**src/rtl/simple_i2c_slave_if.sv**
```systemverilog
// Pin-side and local-side signals of the simple I2C target.
// The slave modport is the endpoint view. The master modport is the view of whatever drives the pins and serves reads.
interface simple_i2c_slave_if;
  logic       scl_i;
  logic       sda_i;
  logic       sda_oe_o;
  logic [6:0] own_addr_i;
  logic [7:0] wr_data_o;
  logic       wr_valid_o;
  logic       rd_req_o;
  logic [7:0] rd_data_i;
  logic       busy_o;
  logic       tra_o;

  modport slave (
    input  scl_i, sda_i, own_addr_i, rd_data_i,
    output sda_oe_o, wr_data_o, wr_valid_o, rd_req_o, busy_o, tra_o
  );

  modport master (
    output scl_i, sda_i, own_addr_i, rd_data_i,
    input  sda_oe_o, wr_data_o, wr_valid_o, rd_req_o, busy_o, tra_o
  );
endinterface

```
**src/rtl/simple_i2c_slave.sv**
```systemverilog
// I2C target endpoint: oversampled SCL/SDA, START/STOP detection, and 7-bit address match.
// Each write byte is delivered as a one-cycle pulse; each read byte is fetched with a one-cycle request.
module simple_i2c_slave #(
  parameter int SYNC_STAGES = 2
) (
  input logic               clk_i,
  input logic               srst_n_i,
  simple_i2c_slave_if.slave bus
);

  typedef enum logic [2:0] {
    IDLE, ADDR, ADDR_ACK, WR_DATA, WR_ACK, RD_DATA, RD_ACK, WAIT
  } state_t;

  logic [SYNC_STAGES-1:0] scl_sync, sda_sync;
  logic                   scl_hist, sda_hist;
  logic                   scl_s, sda_s;

  assign scl_s = scl_sync[SYNC_STAGES-1];
  assign sda_s = sda_sync[SYNC_STAGES-1];

  // NOTE: synchronizer and history flops only follow the pins, so they carry no reset;
  // the strobe register below is the first stage that is cleared.
  always_ff @(posedge clk_i) begin
    scl_sync <= {scl_sync[SYNC_STAGES-2:0], bus.scl_i};
    sda_sync <= {sda_sync[SYNC_STAGES-2:0], bus.sda_i};
    scl_hist <= scl_s;
    sda_hist <= sda_s;
  end

  logic scl_rise, scl_fall, start_det, stop_det, sda_bit;

  // Strobes are registered, so each one lags the pin by SYNC_STAGES+1 cycles.
  // SDA edges count as START/STOP only while SCL is high in both samples.
  always_ff @(posedge clk_i) begin
    if (!srst_n_i) begin
      scl_rise  <= 1'b0;
      scl_fall  <= 1'b0;
      start_det <= 1'b0;
      stop_det  <= 1'b0;
      sda_bit   <= 1'b0;
    end else begin
      scl_rise  <= scl_s & ~scl_hist;
      scl_fall  <= ~scl_s & scl_hist;
      start_det <= scl_s & scl_hist & sda_hist & ~sda_s;
      stop_det  <= scl_s & scl_hist & ~sda_hist & sda_s;
      sda_bit   <= sda_s;
    end
  end

  state_t     state, state_n;
  logic [2:0] bit_cnt, bit_cnt_n;
  logic [7:0] shreg, shreg_n;
  logic [7:0] wr_data, wr_data_n;
  logic [7:0] rx_byte;
  logic       sda_oe, sda_oe_n;
  logic       wr_valid, wr_valid_n;
  logic       rd_req, rd_req_n;
  logic       busy, busy_n;
  logic       tra, tra_n;

  assign rx_byte = {shreg[6:0], sda_bit};

  always_ff @(posedge clk_i) begin
    if (!srst_n_i) begin
      state    <= IDLE;
      bit_cnt  <= 3'd0;
      shreg    <= 8'h00;
      wr_data  <= 8'h00;
      sda_oe   <= 1'b0;
      wr_valid <= 1'b0;
      rd_req   <= 1'b0;
      busy     <= 1'b0;
      tra      <= 1'b0;
    end else begin
      state    <= state_n;
      bit_cnt  <= bit_cnt_n;
      shreg    <= shreg_n;
      wr_data  <= wr_data_n;
      sda_oe   <= sda_oe_n;
      wr_valid <= wr_valid_n;
      rd_req   <= rd_req_n;
      busy     <= busy_n;
      tra      <= tra_n;
    end
  end

  always_comb begin
    // NOTE: every next-state value is given a hold/idle default first, so no path leaves one unassigned.
    state_n    = state;
    bit_cnt_n  = bit_cnt;
    shreg_n    = shreg;
    wr_data_n  = wr_data;
    sda_oe_n   = sda_oe;
    wr_valid_n = 1'b0;
    rd_req_n   = 1'b0;
    busy_n     = busy;
    tra_n      = tra;

    if (stop_det) begin
      state_n   = IDLE;
      bit_cnt_n = 3'd0;
      sda_oe_n  = 1'b0;
      busy_n    = 1'b0;
      tra_n     = 1'b0;
    end else if (start_det) begin
      state_n   = ADDR;
      bit_cnt_n = 3'd0;
      sda_oe_n  = 1'b0;
    end else begin
      unique case (state)
        ADDR: begin
          if (scl_rise) begin
            shreg_n   = rx_byte;
            bit_cnt_n = bit_cnt + 3'd1;
            if (bit_cnt == 3'd7) begin
              if (rx_byte[7:1] == bus.own_addr_i) begin
                state_n = ADDR_ACK;
                tra_n   = rx_byte[0];
                busy_n  = 1'b1;
              end else begin
                state_n = WAIT;
                busy_n  = 1'b0;
                tra_n   = 1'b0;
              end
            end
          end
        end

        // The first fall drives the ACK low; the second fall ends the ACK bit.
        ADDR_ACK, WR_ACK: begin
          if (scl_rise && state == ADDR_ACK && tra) begin
            rd_req_n = 1'b1;
          end
          if (scl_fall) begin
            if (!sda_oe) begin
              sda_oe_n = 1'b1;
            end else if (state == ADDR_ACK && tra) begin
              shreg_n   = bus.rd_data_i;
              sda_oe_n  = ~bus.rd_data_i[7];
              bit_cnt_n = 3'd0;
              state_n   = RD_DATA;
            end else begin
              sda_oe_n  = 1'b0;
              bit_cnt_n = 3'd0;
              state_n   = WR_DATA;
            end
          end
        end

        WR_DATA: begin
          if (scl_rise) begin
            shreg_n   = rx_byte;
            bit_cnt_n = bit_cnt + 3'd1;
            if (bit_cnt == 3'd7) begin
              wr_data_n  = rx_byte;
              wr_valid_n = 1'b1;
              state_n    = WR_ACK;
            end
          end
        end

        // The MSB was already driven at load time, so seven falls shift out the rest.
        RD_DATA: begin
          if (scl_fall) begin
            if (bit_cnt == 3'd7) begin
              sda_oe_n = 1'b0;
              state_n  = RD_ACK;
            end else begin
              sda_oe_n  = ~shreg[6];
              shreg_n   = {shreg[6:0], 1'b0};
              bit_cnt_n = bit_cnt + 3'd1;
            end
          end
        end

        RD_ACK: begin
          if (scl_rise) begin
            if (!sda_bit) begin
              rd_req_n = 1'b1;
            end else begin
              state_n = WAIT;
              busy_n  = 1'b0;
            end
          end
          if (scl_fall) begin
            shreg_n   = bus.rd_data_i;
            sda_oe_n  = ~bus.rd_data_i[7];
            bit_cnt_n = 3'd0;
            state_n   = RD_DATA;
          end
        end

        default: ;
      endcase
    end
  end

  assign bus.sda_oe_o   = sda_oe;
  assign bus.wr_data_o  = wr_data;
  assign bus.wr_valid_o = wr_valid;
  assign bus.rd_req_o   = rd_req;
  assign bus.busy_o     = busy;
  assign bus.tra_o      = tra;

endmodule

```
**src/flat_wrapper.sv**
```systemverilog
// flat-port wrapper written by rule: the top's interface ports become plain ports
module simple_i2c_slave_flat 
#(
  parameter int SYNC_STAGES = 2
)
  (clk_i, srst_n_i, bus_scl_i, bus_sda_i, bus_own_addr_i, bus_rd_data_i, bus_sda_oe_o, bus_wr_data_o, bus_wr_valid_o, bus_rd_req_o, bus_busy_o, bus_tra_o);
  simple_i2c_slave_if bus_i ();
  input logic clk_i;
  input logic srst_n_i;
  input wire logic [$bits(bus_i.scl_i)-1:0] bus_scl_i;
  input wire logic [$bits(bus_i.sda_i)-1:0] bus_sda_i;
  input wire logic [$bits(bus_i.own_addr_i)-1:0] bus_own_addr_i;
  input wire logic [$bits(bus_i.rd_data_i)-1:0] bus_rd_data_i;
  output wire logic [$bits(bus_i.sda_oe_o)-1:0] bus_sda_oe_o;
  output wire logic [$bits(bus_i.wr_data_o)-1:0] bus_wr_data_o;
  output wire logic [$bits(bus_i.wr_valid_o)-1:0] bus_wr_valid_o;
  output wire logic [$bits(bus_i.rd_req_o)-1:0] bus_rd_req_o;
  output wire logic [$bits(bus_i.busy_o)-1:0] bus_busy_o;
  output wire logic [$bits(bus_i.tra_o)-1:0] bus_tra_o;
  assign bus_i.scl_i = bus_scl_i;
  assign bus_i.sda_i = bus_sda_i;
  assign bus_i.own_addr_i = bus_own_addr_i;
  assign bus_i.rd_data_i = bus_rd_data_i;
  assign bus_sda_oe_o = bus_i.sda_oe_o;
  assign bus_wr_data_o = bus_i.wr_data_o;
  assign bus_wr_valid_o = bus_i.wr_valid_o;
  assign bus_rd_req_o = bus_i.rd_req_o;
  assign bus_busy_o = bus_i.busy_o;
  assign bus_tra_o = bus_i.tra_o;
  simple_i2c_slave #(.SYNC_STAGES(SYNC_STAGES)) u_core (.clk_i(clk_i), .srst_n_i(srst_n_i), .bus(bus_i));
endmodule
```
**config.mk**
```make
export PLATFORM = sky130hd
export DESIGN_NAME = simple_i2c_slave_flat
export DESIGN_NICKNAME = d
export VERILOG_FILES = /design/src/rtl/simple_i2c_slave_if.sv /design/src/rtl/simple_i2c_slave.sv /design/src/flat_wrapper.sv
export SDC_FILE = /design/constraint.sdc
export NUM_CORES = 1
export LEC_CHECK = 0
export CAP_MARGIN = 15
export CORE_AREA = 5 5 63 65
export DETAILED_ROUTE_END_ITERATION = 10
export DIE_AREA = 0 0 68 70
export PLACE_DENSITY = 0.8
export SLEW_MARGIN = 15
export SYNTH_ARGS = -nofsm -noshare
export SYNTH_HDL_FRONTEND = slang
export SYNTH_SLANG_ARGS = --single-unit
```
**constraint.sdc**
```tcl
create_clock -name clk_i -period 4.35 [get_ports clk_i]
set_input_delay 0.87 -clock clk_i [delete_from_list [all_inputs] [get_ports clk_i]]
set_output_delay 0.87 -clock clk_i [all_outputs]
set_load 0.02 [all_outputs]
```
==> results.cfg <==
[outcome]
status = completed

[route]
avgViaCountPerCell = 5.79
detail-route-antenna-nets = 0
wl_per_cell_um = 15.5
vias = 1534
firstDrtPassIters = 4
drt_iter0_drc = 163
remaining_drc_errors = 0
wl_mm = 4.12

[synth]
syn-cell-area_mm2 = 0.00174
yosysSeqAreaShare_pct = 42.5
synth_cell_types = 42
synth_fp_nets = 212
synth_cells = 190
synth_area_per_cell_um2 = 9.17
synth-edff-count = 0
synth.area.top_cells = dfxtp_1, mux2i_1, a21oi_1
synth_area_leader_cell = dfxtp_1
synth_top_area_share_pct = 42.5
async_reset_ff_share_pct = 0
yosys_warnings = 0
ys.flop_type = dfxtp_1
synth_seq_cells = 37

[power_and_ir_drop]
p_leak_nw = 0.860
p_per_area_mw_per_mm2 = 272
ir_drop_mv = 0.238

[cts]
post_cts_resized = 0
cts_buffers = 5
htree_levels = 2
clkLatencyLatePin_ns = 0.33
tritoncts = yes
path_clk_slew_ns = 0.10
clkSinkCount = 37
post_cts_buffers = 0
hold_buffers = 0
cts.path.max_buffers = 2
root_buffer = clkbuf_4

[hold_path]
min_from = u_core.scl_sync[0]
holdPathEnd = u_core.scl_sync[1]
min_path_cells = 0
worstHoldPathType = register to register

[worst_setup_path]
critical_path_class = register to output port
worstSetupEndpointType = output port
cpPeakStageDelay_ns = 0.64
r2r-start = u_core.state[0]
r2r_cells = 5
r2r_slack_ns = 2.15
cpMaxStageDelayCell = clkdlybuf4s50_1
cp_data_arrival_time_ns = 1.41
crit_chain = clkdlybuf4s50_1
cp-start-kind = register
timing.rr.end = u_core.bus.wr_data_o[3]
cp_top_family = buffers and inverters
crit_buf_inv = 1
cp_max_fo = 6
required_ns = 3.48

[sta]
finalCriticalPeriod_ns = 2.28
finalSetupTns_ns = 0
tightest_slew_ns = 0.576
rsz0062_at_grt = no
finalMaxSlewViolations = 0
finalSetupViolations = 0
fin_crit_sh_pct = 52.4
hold_viol_final = 0
skew_ns = 0.00505
slew_headroom_pct = 61.5
holdWs_ns = 0.337
max_freq_ghz = 0.439

[placement]
place_congestion = 0.917
portBuffers = 31
dp_hpwl_mm = 3.05
placed_area_mm2 = 0.00206

[global_route]
globalRouteTotalUtil_pct = 19.3
grt_pass1_vias = 1539
antenna_found_initial = 0
grt_pass1_wl_mm = 7.09
grt_max_degree = 19
grt_overflow = 0

[die]
die-height_um = 70
fp.coreArea_mm2 = 0.00328
core.rowCount = 21
die_area_mm2 = 0.00476
start_util_pct = 53.0
ios = 32
dieWidth_um = 68

[finish]
multi_input_area_um2 = 928
layout-drive-gt1-share_pct = 5.48
nets = 241
num-fill-cells = 298
syn2layout_area_growth_pct = 21.2
ff_latch_area_um2 = 741
antenna_cells = 0
fin_area_mm2 = 0.00211

[job]
max-cap-violations = 0
power breakdown:
group | internal [W] | switching [W] | total, W
sequential | 0.000344 | 0.00000653 | 0.000350
combinational | 0.0000238 | 0.0000193 | 0.0000432
clock | 0.0000763 | 0.000105 | 0.000181
total | 0.000444 | 0.000131 | 0.000575
registers in the layout, indices dropped and copies added, names as in the netlist, 2 cells and up:
signal / count
u_core.bit_cnt: 3
u_core.scl_sync: 2
u_core.shreg: 7
u_core.bus.wr_data_o: 8
u_core.state: 3
u_core.sda_sync: 2
metrics by stage:
| step | cells | total power [W] | utilization [%] | setup slack [ns] |
|---|---|---|---|---|
| 6_report | 265 | 0.000575 | 64.3 | 2.07 |
| 5_1_grt | 265 | 0.000600 | 64.3 | 1.95 |
| 4_1_cts | 265 | 0.000577 | 64.3 | 2.06 |
| 3_5_place_dp | 258 | 0.000401 | 62.6 | 1.99 |
| 3_3_place_gp | 258 | 0.000399 | 62.6 | 2.05 |
| 2_1_floorplan | 190 | 0.000379 | - | 2.53 |
synth_stat cells, types with 5 or more instances:
master,n
mux2i_1,15
dfxtp_1,37
inv_1,5
o21ai_0,6
nand3_1,5
nand2_1,13
xor2_1,7
nor2_1,19
a311oi_1,9
a21oi_1,21
layout by cell type, fill, tap and decap left out, types with 3 or more instances in the layout:
cell and instances:
clkbuf_4 5, clkdlybuf4s50_1 31, inv_1 5, a311oi_1 9
o21ai_0 6, nand2b_1 4, xor2_1 7, mux2i_1 15
a21oi_1 21, dfxtp_1 37, nor3b_1 4, nand3_1 5
nor2_1 19, nor2b_1 3, nand2_1 13, ha_1 3
nor3_1 3
layout make-up:
cell class / instances / share of cell area (%)
Clock buffer: 7 / 2.61
Inverter: 5 / 0.889
Multi-Input combinational cell: 139 / 44.0
Sequential cell: 37 / 35.1
Tap cell: 46 / 2.73
Timing Repair Buffer: 31 / 14.7
worst max-delay path by stage:
stage / depth (start not counted) / startpoint / slack (ns) / end
global placement: 6 / srst_n_i / 2.05 / u_core.state[1]
CTS: 1 / u_core.bus.sda_oe_o / 2.06 / bus_sda_oe_o
floorplan: 8 / u_core.bit_cnt[0] / 2.53 / u_core.shreg[6]
detailed placement: 6 / srst_n_i / 1.99 / u_core.state[1]
global route: 5 / u_core.state[0] / 1.95 / u_core.bus.wr_data_o[2]
finish: 1 / u_core.bus.sda_oe_o / 2.07 / bus_sda_oe_o
routing by layer:
metal	vias to the layer above	wire, um	GRT usage (%)
met3	4	200	4.65
li1	744	-	-
met2	45	2010	30.9
met4	0	45	8.17
met5	-	0	0
met1	741	1860	24.0
cell families after synthesis:
family | Yosys count | synth area share (%)
mux | 16 | 9.48
flops | 37 | 42.5
buf+inv | 14 | 4.17
simple gates | 64 | 19.3
fa+ha+maj | 3 | 2.16
xor+xnor | 7 | 3.52
compound gates | 49 | 18.9
Note: power is estimated with default switching activity, not from simulation.
